$ cat src/rtl/odelay_ctrl_pkg.sv
// rtl/odelay_ctrl_pkg.sv - shared widths, defaults and FSM state encoding for the ODELAY tap controller
package odelay_ctrl_pkg;

  localparam int TAP_W       = 9;
  localparam int CNT_W       = 8;
  localparam int MAX_TAP_DEF = 511;

  typedef enum logic [2:0] {
    ST_IDLE,
    ST_VTC_OFF,
    ST_LOAD,
    ST_STEP,
    ST_GAP,
    ST_READBACK,
    ST_VTC_ON,
    ST_DONE
  } state_e;

endpackage

$ cat src/rtl/odelay_tap_ctrl.sv
// rtl/odelay_tap_ctrl.sv - ODELAY tap sequencer (EN_VTC off, load or CE/INC walk, optional readback under ODELAY_TAP_CTRL_READBACK_EN)
module odelay_tap_ctrl
  import odelay_ctrl_pkg::*;
#(
  parameter int MAX_TAP    = MAX_TAP_DEF,
  parameter int VTC_SETTLE = 10,
  parameter int STEP_GAP   = 2
) (
  input  logic             CLK,
  input  logic             RST,
  input  logic             req_valid,
  output logic             req_ready,
  input  logic [TAP_W-1:0] req_tap,
  input  logic             req_load,
  output logic             done,
  output logic             busy,
  output logic             err,
  output logic [TAP_W-1:0] cur_tap,
  output logic             dly_ce,
  output logic             dly_inc,
  output logic             dly_load,
  output logic [TAP_W-1:0] dly_cntvaluein,
  output logic             dly_en_vtc,
  input  logic [TAP_W-1:0] dly_cntvalueout
);

  localparam logic [TAP_W-1:0] MAX_V     = TAP_W'(MAX_TAP);
  localparam logic [CNT_W-1:0] SETTLE_LD = CNT_W'(VTC_SETTLE - 1);
  localparam logic [CNT_W-1:0] GAP_LD    = CNT_W'((STEP_GAP > 0) ? STEP_GAP - 1 : 0);

`ifdef ODELAY_TAP_CTRL_READBACK_EN
  localparam state_e           POST_ADJ = ST_READBACK;
  localparam logic [CNT_W-1:0] POST_CNT = CNT_W'(1);
`else
  localparam state_e           POST_ADJ = ST_VTC_ON;
  localparam logic [CNT_W-1:0] POST_CNT = SETTLE_LD;
  logic unused_cntvalueout;
  assign unused_cntvalueout = ^dly_cntvalueout;
`endif

  state_e             state_q, state_d;
  logic [CNT_W-1:0]   cnt_q, cnt_d;
  logic [TAP_W-1:0]   target_q, target_d;
  logic [TAP_W-1:0]   cur_q, cur_d;
  logic               load_q, load_d;
  logic               err_q, err_d;
  logic               step_up;
  logic [TAP_W-1:0]   cur_step;

  always_ff @(posedge CLK or posedge RST) begin
    if (RST) begin
      state_q  <= ST_IDLE;
      cnt_q    <= '0;
      target_q <= '0;
      cur_q    <= '0;
      load_q   <= 1'b0;
      err_q    <= 1'b0;
    end else begin
      state_q  <= state_d;
      cnt_q    <= cnt_d;
      target_q <= target_d;
      cur_q    <= cur_d;
      load_q   <= load_d;
      err_q    <= err_d;
    end
  end

  // Saturating one-tap move toward the target; never wraps past 0 or MAX_TAP.
  assign step_up  = (target_q > cur_q);
  assign cur_step = step_up ? ((cur_q == MAX_V) ? cur_q : cur_q + 1'b1)
                            : ((cur_q == '0)    ? cur_q : cur_q - 1'b1);

  always_comb begin
    state_d        = state_q;
    cnt_d          = (cnt_q != '0) ? cnt_q - 1'b1 : '0;
    target_d       = target_q;
    cur_d          = cur_q;
    load_d         = load_q;
    err_d          = err_q;
    req_ready      = 1'b0;
    done           = 1'b0;
    busy           = 1'b1;
    dly_ce         = 1'b0;
    dly_inc        = 1'b0;
    dly_load       = 1'b0;
    dly_cntvaluein = '0;
    dly_en_vtc     = 1'b0;

    unique case (state_q)
      ST_IDLE: begin
        req_ready  = 1'b1;
        busy       = 1'b0;
        dly_en_vtc = 1'b1;
        if (req_valid) begin
          target_d = (req_tap > MAX_V) ? MAX_V : req_tap;
          load_d   = req_load;
          cnt_d    = SETTLE_LD;
          state_d  = ST_VTC_OFF;
        end
      end
      ST_VTC_OFF: begin
        if (cnt_q == '0) begin
          if (load_q) begin
            state_d = ST_LOAD;
          end else if (target_q != cur_q) begin
            state_d = ST_STEP;
          end else begin
            state_d = POST_ADJ;
            cnt_d   = POST_CNT;
          end
        end
      end
      ST_LOAD: begin
        dly_load       = 1'b1;
        dly_cntvaluein = target_q;
        cur_d          = target_q;
        state_d        = POST_ADJ;
        cnt_d          = POST_CNT;
      end
      ST_STEP: begin
        dly_ce  = 1'b1;
        dly_inc = step_up;
        cur_d   = cur_step;
        if (cur_step == target_q) begin
          state_d = POST_ADJ;
          cnt_d   = POST_CNT;
        end else if (STEP_GAP == 0) begin
          state_d = ST_STEP;
        end else begin
          state_d = ST_GAP;
          cnt_d   = GAP_LD;
        end
      end
      ST_GAP: begin
        if (cnt_q == '0) state_d = ST_STEP;
      end
      ST_READBACK: begin
        if (cnt_q == '0) begin
`ifdef ODELAY_TAP_CTRL_READBACK_EN
          if (dly_cntvalueout != cur_q) begin
            err_d = 1'b1;
            cur_d = dly_cntvalueout;
          end
`endif
          state_d = ST_VTC_ON;
          cnt_d   = SETTLE_LD;
        end
      end
      ST_VTC_ON: begin
        dly_en_vtc = 1'b1;
        if (cnt_q == '0) state_d = ST_DONE;
      end
      ST_DONE: begin
        dly_en_vtc = 1'b1;
        done       = 1'b1;
        state_d    = ST_IDLE;
      end
      default: state_d = ST_IDLE;
    endcase
  end

  assign cur_tap = cur_q;
  assign err     = err_q;

endmodule

$ cat config.mk
export PLATFORM = sky130hd
export DESIGN_NAME = odelay_tap_ctrl
export DESIGN_NICKNAME = d
export VERILOG_FILES = /design/src/rtl/odelay_ctrl_pkg.sv /design/src/rtl/odelay_tap_ctrl.sv
export SDC_FILE = /design/constraint.sdc
export NUM_CORES = 1
export LEC_CHECK = 0
export BUFFER_PORTS_ARGS = -buffer_cell sky130_fd_sc_hd__buf_2
export CAP_MARGIN = 20
export CELL_PAD_IN_SITES_DETAIL_PLACEMENT = 1
export CELL_PAD_IN_SITES_GLOBAL_PLACEMENT = 1
export CORE_MARGIN = 2
export CORE_UTILIZATION = 35
export CTS_CLUSTER_SIZE = 30
export DETAILED_ROUTE_END_ITERATION = 7
export PLACE_DENSITY_LB_ADDON = 0.1
export SLEW_MARGIN = 20
export SYNTH_ARGS = -nofsm -noshare
export SYNTH_HDL_FRONTEND = slang
export SYNTH_SLANG_ARGS = --single-unit
$ cat constraint.sdc
create_clock -name CLK -period 3.85 [get_ports CLK]
set_clock_uncertainty 0.05 [all_clocks]
set_input_delay 0.77 -clock CLK [delete_from_list [all_inputs] [get_ports CLK]]
set_output_delay 0.77 -clock CLK [all_outputs]
set_load 0.03 [all_outputs]
# ---- Word-level counts from Yosys, hierarchy flattened
# Cells that the tools add are included.
dict set report word_totals {
  register_bits 30
  output_inout_bits 26
  in_bits 22
  wordCells 63
}
dict set report op_classes {
  n_eq_ne 15
  order_cmp 2
  n_addsub 3
  mux 30
  reduce_logical 8
}
# op count
set op_table {}
lappend op_table {{$mux W8} 6}
lappend op_table {{$mux W9} 5}
lappend op_table {{$pmux W8 S5} 1}
lappend op_table {{$pmux W3 S8} 1}
lappend op_table {{$mux W3} 7}
lappend op_table {{$pmux W9 S2} 1}
lappend op_table {{$eq A3 B3 Y1 const B} 4}
lappend op_table {{$ne A2 B2 Y1 const B} 5}
lappend op_table {{$add A9 B1 Y9 const B} 1}
lappend op_table {{$eq A9 B9 Y1} 1}
lappend op_table {{$eq A9 B9 Y1 const B} 1}
lappend op_table {{$gt A9 B9 Y1} 1}
lappend op_table {{$gt A9 B9 Y1 const B} 1}
lappend op_table {{$logic_not A9 Y1} 1}
lappend op_table {{$ne A9 B9 Y1} 1}
lappend op_table {{$sub A9 B1 Y9 const B} 1}
lappend op_table {{$logic_not A8 Y1} 1}
lappend op_table {{$reduce_bool A8 Y1} 1}
lappend op_table {{$sub A8 B1 Y8 const B} 1}
lappend op_table {{$mux W1} 7}
lappend op_table {{$eq A3 B2 Y1 const B} 2}
lappend op_table {{$reduce_and A5 Y1} 1}
lappend op_table {{$mux W4} 1}
lappend op_table {{$eq A3 B1 Y1 const B} 1}
lappend op_table {{5 further kinds} 5}

# ---- Logic depth before layout (Yosys ltp)
# Gate-level depths: netlist of run 1.
dict set report depth {
  ltp_word 6
  depth_mapped 14
}

# ---- Worst setup path after synthesis of run 1
# OpenSTA, ideal clock, no wires.
dict set report synth_timing {
  path_kind {register to register}
  startpoint {register cur_q[7] (netlist: cur_tap[7])}
  endpoint {register state_q[1]}
  path_stages_with_launch 14
  synth_period_minus_slack_ns 3.525
  setup_ns 0.082
  setup_slack_ns 0.325
  required_ns 3.718
  arrival_ns 3.394
  cell_sequence {dfrtp_1 clkbuf_1 inv_1 ha_1 and4_2 and3b_1 a2111oi_2 buf_4 nor2_4 o2111a_1 nor4_2 o2111ai_1 or4_1 a31oi_1}
}
dict set report synth_via {
  elab_chain_cells 6
  word_cells_on_any_way 11
  cone_classes {add/sub (2); order compare (1); eq/ne (2); mux (5); reduce/logical (1)}
}
# item line_no
set synth_lines {}
lappend synth_lines {{from (decl)} odelay_tap_ctrl.sv:44} ;# logic [TAP_W-1:0] cur_q, cur_d;
lappend synth_lines {{from (signal assigned)} odelay_tap_ctrl.sv:62} ;# cur_q <= cur_d;
lappend synth_lines {{$sub A9 B1 Y9 (tied with other cells)} odelay_tap_ctrl.sv:71} ;# : ((cur_q == '0) ? cur_q : cur_q - 1'b1);
lappend synth_lines {{$mux W9 (on tied branches)} {odelay_tap_ctrl.sv:71, odelay_tap_ctrl.sv:70}}
lappend synth_lines {{$mux W9 *} odelay_tap_ctrl.sv:70} ;# assign cur_step = step_up ? ((cur_q == MAX_V) ? cur_q : cur_q + 1'b1)
lappend synth_lines {{$eq A9 B9 Y1 *} odelay_tap_ctrl.sv:124} ;# if (cur_step == target_q) begin
lappend synth_lines {{$mux W2 *} odelay_tap_ctrl.sv:124}
lappend synth_lines {{$pmux W3 S8 *} odelay_tap_ctrl.sv:89} ;# unique case (state_q)
lappend synth_lines {{to (signal assigned)} odelay_tap_ctrl.sv:59} ;# state_q <= state_d;
lappend synth_lines {{to (decl)} odelay_tap_ctrl.sv:41} ;# state_e state_q, state_d;
# Every way passes the cells marked *; elsewhere a longest branch is shown, timed or not.
# A chain may end at the register's enable or synchronous reset.

# ---- Worst setup path in the final report of run 1
# Ends and elaborated chain as after synthesis.

==> results.txt, run 1 <==
----------------------------------------------------
[Drt]
  Routed len/inst ... 17.6 microns
  DR vias/cell ... 5.50
  Detailed-route DRC error count ... 0
  Residual antenna-violating net count after detailed routing ... 0
  Overall routed net length ... ~8300 microns
  DR vias ... around 2,600
  First-pass detailed-route iteration total ... 4
  Detailed Route Iter0 Violations ... approximately 110

[Layout]
  Inserted Diodes ... 0
  Share of post-route cells with drive strength above 1 ... 0.224
  Synthesis-to-layout area growth ... 17.9%
  Post-route cell area ... about 3000 sq um
  Number of nets at the end of the flow ... 404
  Most frequent cells in the layout ... nand2_1 (37), buf_2 (37), dfrtp_1 (30), nor2_1 (28), a21oi_1 (21)

[Yosys]
  Prevailing post-synth register cell ... dfrtp_1
  Avg Inst Size Synth ... roughly 8 sq um
  Post-synth net total ... 360
  Number of synthesized flops with an enable pin ... 0
  Post-synthesis instance area ... 2580 sq um
  Synthesized instance count ... around 330
  Number of unique standard cell types used by synthesis ... 60
  Share of the yosys chip area belonging to registers ... 0.291
  Top post-synthesis cells by area ... dfrtp_1 (29%), ha_1 (6.3%), nand2_1 (5.4%), a21oi_1 (4.1%), nor2_1 (4.1%)
  Async set or reset register ratio after synthesis ... 1.00
  Largest area contributor in the synthesized netlist ... dfrtp_1
  Number of storage elements in the synthesis netlist ... 30
  Share of the synthesized area in the top cell type ... 0.291
  Synth warn ... 0

[Run status]
  Result of the run ... finished clean

[Timing]
  Rel. slew slack ... 0.540
  Final worst path period share ... 0.941
  Setup repair after global routing missed its margin ... false
  Final Worst Setup Slack ... 228 ps
  Actual transition at the worst max-transition pin ... 689 ps
  Total negative slack ... 0 ps
  Final Slew Violations ... 0
  Final setup viols ... 0
  Timing-limited maximum frequency ... between 200 and 300 MHz
  Endpoints failing hold ... 0
  Final critical path time including I/O delays and setup ... 3620 ps

[CTS]
  Clk_lat worst skew ... 280 ps
  Number of gates given a new drive strength after cts ... 0
  Buffers from clock root to sink, at most ... 2
  CTS Hold Buffers Added ... 0
  CTS tree ... done
  Number of buffers created by CTS ... 5
  Clock sink count ... 30
  Clk slew on worst S/H paths ... 70 ps
  Number of buffers inserted to repair setup after CTS ... 0
  Number of H-tree levels ... 2
  Root buffer cell ... clkbuf_8

[Global route]
  Largest net degree at the start of global routing ... 31
  Overflow left after global routing ... 0
  Overall fraction of global-route tracks in use ... 0.208
  Antenna violations before repair ... 0
  Vias in the first global route ... approximately 2,600
  Global-route wire length before repair ... 13,700 microns

[Floorplan]
  Standard-cell rows ... 31
  Starting Density ... 0.360
  Die W ... ~90 microns
  Die Y ... 89.9 microns
  Die area ... 8070 sq um
  I/O pins ... 48
  Placeable core region ... approximately 7000 sq um

[Critical path]
  CP Data Arrival Time ... between 3000 and 4000 ps
  Critical path's slowest cell ... or4_1
  Cell family with most CP delay ... simple AND/OR/NAND/NOR gates
  Register-to-register setup slack ... about 230 ps
  Crit path launch type ... register
  Worst setup EP type ... register
  Crit path max fanout ... 11
  Reg2Reg Capture Point ... state_q[1]
  Critical path type ... reg2reg
  Required time reported for the critical path endpoint ... approximately 4000 ps
  Crit-path max cell delay ... 610 ps
  Chain of cells forming the critical path ... inv_1 -> ha_1 -> and4_2 -> and3b_1 -> a2111oi_2 -> buf_4 -> or4_4 -> o2111a_1 -> nor4_2 -> o2111ai_1 -> or4_1 -> a31oi_1
  Bufs and invs on worst path ... 2
  Length in cells of the worst reg-to-reg path ... 12
  Reg-to-reg critical path startpoint ... cur_tap[7]

[Power and ir drop]
  Power after layout ... between 3000 and 4000 uW
  Total power divided by cell area ... roughly 1000 nW/um^2
  Static leakage ... 0.00141 uW
  IR Drop Worst-Case VDD ... 0.366 mV

[Placement]
  Post-detailed-placement cell area ... between 2000 and 3000 sq um
  Last weighted congestion value of the routability-driven placer ... between 0.8 and 0.9
  Input/output buffers ... 37
  Detailed-placement wirelength estimate ... roughly 6300 microns
  Worst slack, placed ... 328 ps

[Job]
  Number of maximum-capacitance constraint violations ... 0

[Min path]
  Class of the tightest hold or removal check ... in2async

----------------------------------------------------
## power by group
group | total [uW] | internal, uW | switching (uW)
clock network | 275 | 144 | 131
logic | 2300 | 898 | 1400
registers | 614 | 457 | 157
total | 3180 | 1500 | 1690
## cell usage after synthesis, drive strengths merged (3+ instances only)
cell type,count
nand3,18
nand2b,3
a21oi,22
mux2,8
o21ai,20
nor2,29
nor3,6
inv,18
xnor2,7
xor2,5
o2111ai,3
ha,13
dfrtp,30
o31ai,4
and4,6
buf,6
and3,10
nand2,37
o211ai,6
clkbuf,14
mux2i,9
o22ai,7
and2,3
a31oi,4
nor4,5
## worst register-to-register path, cell delays in order, from the launching register on
cell	delay, ps
dfrtp_1	340
inv_1	120
ha_1	320
and4_2	300
and3b_1	250
a2111oi_2	50
buf_4	200
or4_4	520
o2111a_1	170
nor4_2	240
o2111ai_1	150
or4_1	610
a31oi_1	210
## flip-flops by register name, indices dropped and copies added (netlist names)
| signal | cells |
|---|---|
| target_q | 9 |
| cur_tap | 9 |
| cnt_q | 8 |
| state_q | 3 |
| load_q | 1 |
## layout make-up
class | instances | area (sq um)
inverter | 18 | 67.6
clock inverter | 2 | 12.5
tap | 99 | 124
sequential | 30 | 751
multi-input combinational | 257 | 1670
fill | 912 | 4130
timing repair buffer | 57 | 335
clock buffer | 6 | 82.6
## per-stage QoR
stage / utilization / std cells / hold slack [ps]
detailed placement: 0.411 / 461 / 516
finish: 0.424 / 469 / 503
floorplan: - / 325 / 468
CTS: 0.424 / 469 / 527
global route: 0.424 / 469 / 554
global placement: 0.411 / 461 / 505
## layer usage
layer / part of all wire / GRT usage
met1: 0.52 / 0.312
met3: 0.035 / 0.0243
met4: 0.010 / 0.0526
met2: 0.44 / 0.318
met5: 0 / 0
## logic make-up (layout without fill, tap and decap cells)
kind of cell,Yosys count,after routing,synth area share
DFF,30,30,0.291
and+or+nand+nor,129,129,0.257
buffers and inverters,38,83,0.0616
xor gates and xnor gates,12,12,0.0407
AOI/OAI and AO/OA,85,85,0.216
other,1,1,0.00145
muxes,17,17,0.0698
adders and majority gates,13,13,0.0630
## how the worst max path moves through the flow
stage | slack, ps | end | start | depth (start not counted)
floorplan | 320 | state_q[1] | cur_tap[7] | 13
global placement | 420 | state_q[1] | target_q[7] | 11
detailed placement | 330 | state_q[1] | cur_tap[7] | 12
CTS | 250 | state_q[1] | cur_tap[7] | 12
global route | 110 | state_q[1] | cur_tap[7] | 12
finish | 230 | state_q[1] | cur_tap[7] | 12
No activity file was read; power rests on OpenSTA's default activity.
==> run 2: changes to the inputs <==
==> constraint.sdc (replaced) <==
create_clock -name CLK -period 3.85 [get_ports CLK]
set_clock_uncertainty 0.05 [all_clocks]
set_input_delay 0.385 -clock CLK [delete_from_list [all_inputs] [get_ports CLK]]
set_output_delay 0.385 -clock CLK [all_outputs]
set_load 0.03 [all_outputs]
==> run 2 against run 1 <==
Compared with the run above: critical path depth stayed put; power is 0.35% lower; sequential cell count is the same; wire length shrank 0.75%; largest power group unchanged; register-to-register slack better by 170 ps; critical endpoint unchanged; clock power decreased by 3%; largest cell class unchanged; final cell count grew 0.21%; non-clock buffer count increased by 1; die area unchanged.
==> results.txt, run 2 (same netlist as run 1, synthesis figures left out) <==
----------------------------------------------------
[CTS]
  Number of buffers created by CTS ... 5
  Clock sink count ... 30
  Root buffer cell ... clkbuf_8
  CTS tree ... done
  Number of gates given a new drive strength after cts ... 0
  Clk slew on worst S/H paths ... 70 ps
  CTS Hold Buffers Added ... 0
  Number of buffers inserted to repair setup after CTS ... 0
  Buffers from clock root to sink, at most ... 2
  Number of H-tree levels ... 2
  Clk_lat worst skew ... 290 ps

[Layout]
  Number of nets at the end of the flow ... 405
  Synthesis-to-layout area growth ... 18.2%
  Most frequent cells in the layout ... nand2_1 (37), buf_2 (37), dfrtp_1 (30), nor2_1 (28)
  Share of post-route cells with drive strength above 1 ... 0.226
  Inserted Diodes ... 0
  Util after Layout ... 0.425

[Timing]
  Final worst path period share ... 0.897
  Rel. slew slack ... 0.528
  Final Slew Violations ... 0
  Endpoints failing hold ... 0
  Total negative slack ... 0 ps
  Actual transition at the worst max-transition pin ... 708 ps
  Final setup viols ... 0
  Final critical path time including I/O delays and setup ... roughly 3500 ps
  Post-Route Hold Slack ... around 120 ps
  Timing-limited maximum frequency ... ~290 MHz
  Setup repair after global routing missed its margin ... false

[Placement]
  Detailed-placement wirelength estimate ... roughly 6400 microns
  Input/output buffers ... 37
  Last weighted congestion value of the routability-driven placer ... just under 0.9

[Run status]
  Result of the run ... finished clean

[Critical path]
  Worst setup EP type ... register
  Length in cells of the worst reg-to-reg path ... 12
  Register-to-register setup slack ... around 400 ps
  CP Capture Point ... state_q[1]
  Required time reported for the critical path endpoint ... approximately 4000 ps
  CP Data Arrival Time ... 3610 ps
  Crit-path max cell delay ... around 600 ps
  Crit path launch type ... register
  Reg-to-reg critical path startpoint ... cur_tap[7]
  Number of cells on the critical path ... 12
  Critical path's slowest cell ... or4_1
  Bufs and invs on worst path ... 2
  Reg2Reg Capture Point ... state_q[1]
  Crit path max fanout ... 11
  Critical path type ... reg2reg
  Cell family with most CP delay ... simple AND/OR/NAND/NOR gates
  Worst setup path startpoint ... cur_tap[7]
  Chain of cells forming the critical path ... inv_1 -> ha_1 -> and4_2 -> and3b_1 -> a2111oi_2 -> buf_4 -> or4_4 -> o2111a_1 -> nor4_2 -> o2111ai_1 -> or4_1 -> a31oi_1

[Global route]
  Global-route wire length before repair ... ~14,000 microns
  Overflow left after global routing ... 0
  Largest net degree at the start of global routing ... 31
  Vias in the first global route ... between 2,000 and 3,000
  Antenna violations before repair ... 0
  Overall fraction of global-route tracks in use ... 0.211

[Floorplan]
  Die area ... 8070 sq um
  Die W ... between 80 and 90 microns
  Die Y ... ~90 microns
  Starting Density ... 0.360
  Placeable core region ... a little over 7000 sq um
  Standard-cell rows ... 31
  I/O pins ... 48

[Job]
  Number of maximum-capacitance constraint violations ... 0

[Drt]
  Residual antenna-violating net count after detailed routing ... 0
  Met2 Wirelength ... ~3800 microns
  Overall routed net length ... 8200 microns
  Routed len/inst ... between 15 and 20 microns
  Met3 Routed Length ... between 300 and 400 microns
  DR vias ... between 2,000 and 3,000
  First-pass detailed-route iteration total ... 5
  Detailed Route Iter0 Violations ... 188
  Wire length the detailed router placed on met1 ... 3970 microns
  DR vias/cell ... about 5.6
  Detailed-route DRC error count ... 0
  Top layer reached by signal wires ... met4

[Power and ir drop]
  Static leakage ... 0.00141 uW
  Total power divided by cell area ... ~1000 nW/um^2
  IR Drop Worst-Case VDD ... 0.315 mV

[Min path]
  Class of the tightest hold or removal check ... in2async

----------------------------------------------------
run 2: cell types whose count changed in the layout (fill, tap and decap cells not counted), sizes merged:
cell  before  now
buf       57   58
run 2: metrics by stage:
stage | total power [uW] | setup WS (ps) | cell area, sq um | cells
4_1_cts | 3180 | 381 | 3050 | 470
3_3_place_gp | 2850 | 445 | 2960 | 462
5_1_grt | 3470 | 171 | 3050 | 470
6_report | 3170 | 397 | 3050 | 470
2_1_floorplan | 2220 | 325 | 2580 | 325
3_5_place_dp | 2900 | 408 | 2960 | 462
run 2: metal layers:
layer | up-vias | track usage
met5 | - | 0
met4 | 0 | 0.0449
met3 | 8 | 0.0444
met2 | 70 | 0.330
met1 | 1283 | 0.304
li1 | 1268 | -
run 2: where the power goes:
group / internal, uW / total [uW] / switching (uW) / leakage, uW
Combinational: 904 / 2300 / 1390 / 0.000993
Sequential: 457 / 607 / 150 / 0.000375
Clock: 143 / 267 / 124 / 0.0000472
run 2: area by class of cell:
type | count | area, sq um
clock buffers | 6 | 82.6
flip-flops and latches | 30 | 751
well taps | 99 | 124
repair buffers | 58 | 343
inverters | 18 | 67.6
multi-input cells | 257 | 1670
clock inverters | 2 | 12.5
fillers | 884 | 4130
run 2: worst reg2reg max path: cells and delay by family, from the launching register on:
family,cells,cell delay (ps)
and+or+nand+nor,5,1810
AOI/OAI and AO/OA,4,550
DFF,1,340
adders and majority gates,1,320
buffers and inverters,2,310
run 2: worst min-delay path by stage:
stage	startpoint	endpoint	slack (ps)	depth (start not counted)
floorplan	RST	cnt_q[0]	430	1
global placement	RST	cnt_q[5]	450	3
detailed placement	RST	cnt_q[7]	440	3
CTS	RST	cnt_q[7]	130	3
global route	RST	cnt_q[5]	190	3
finish	RST	cnt_q[7]	120	3
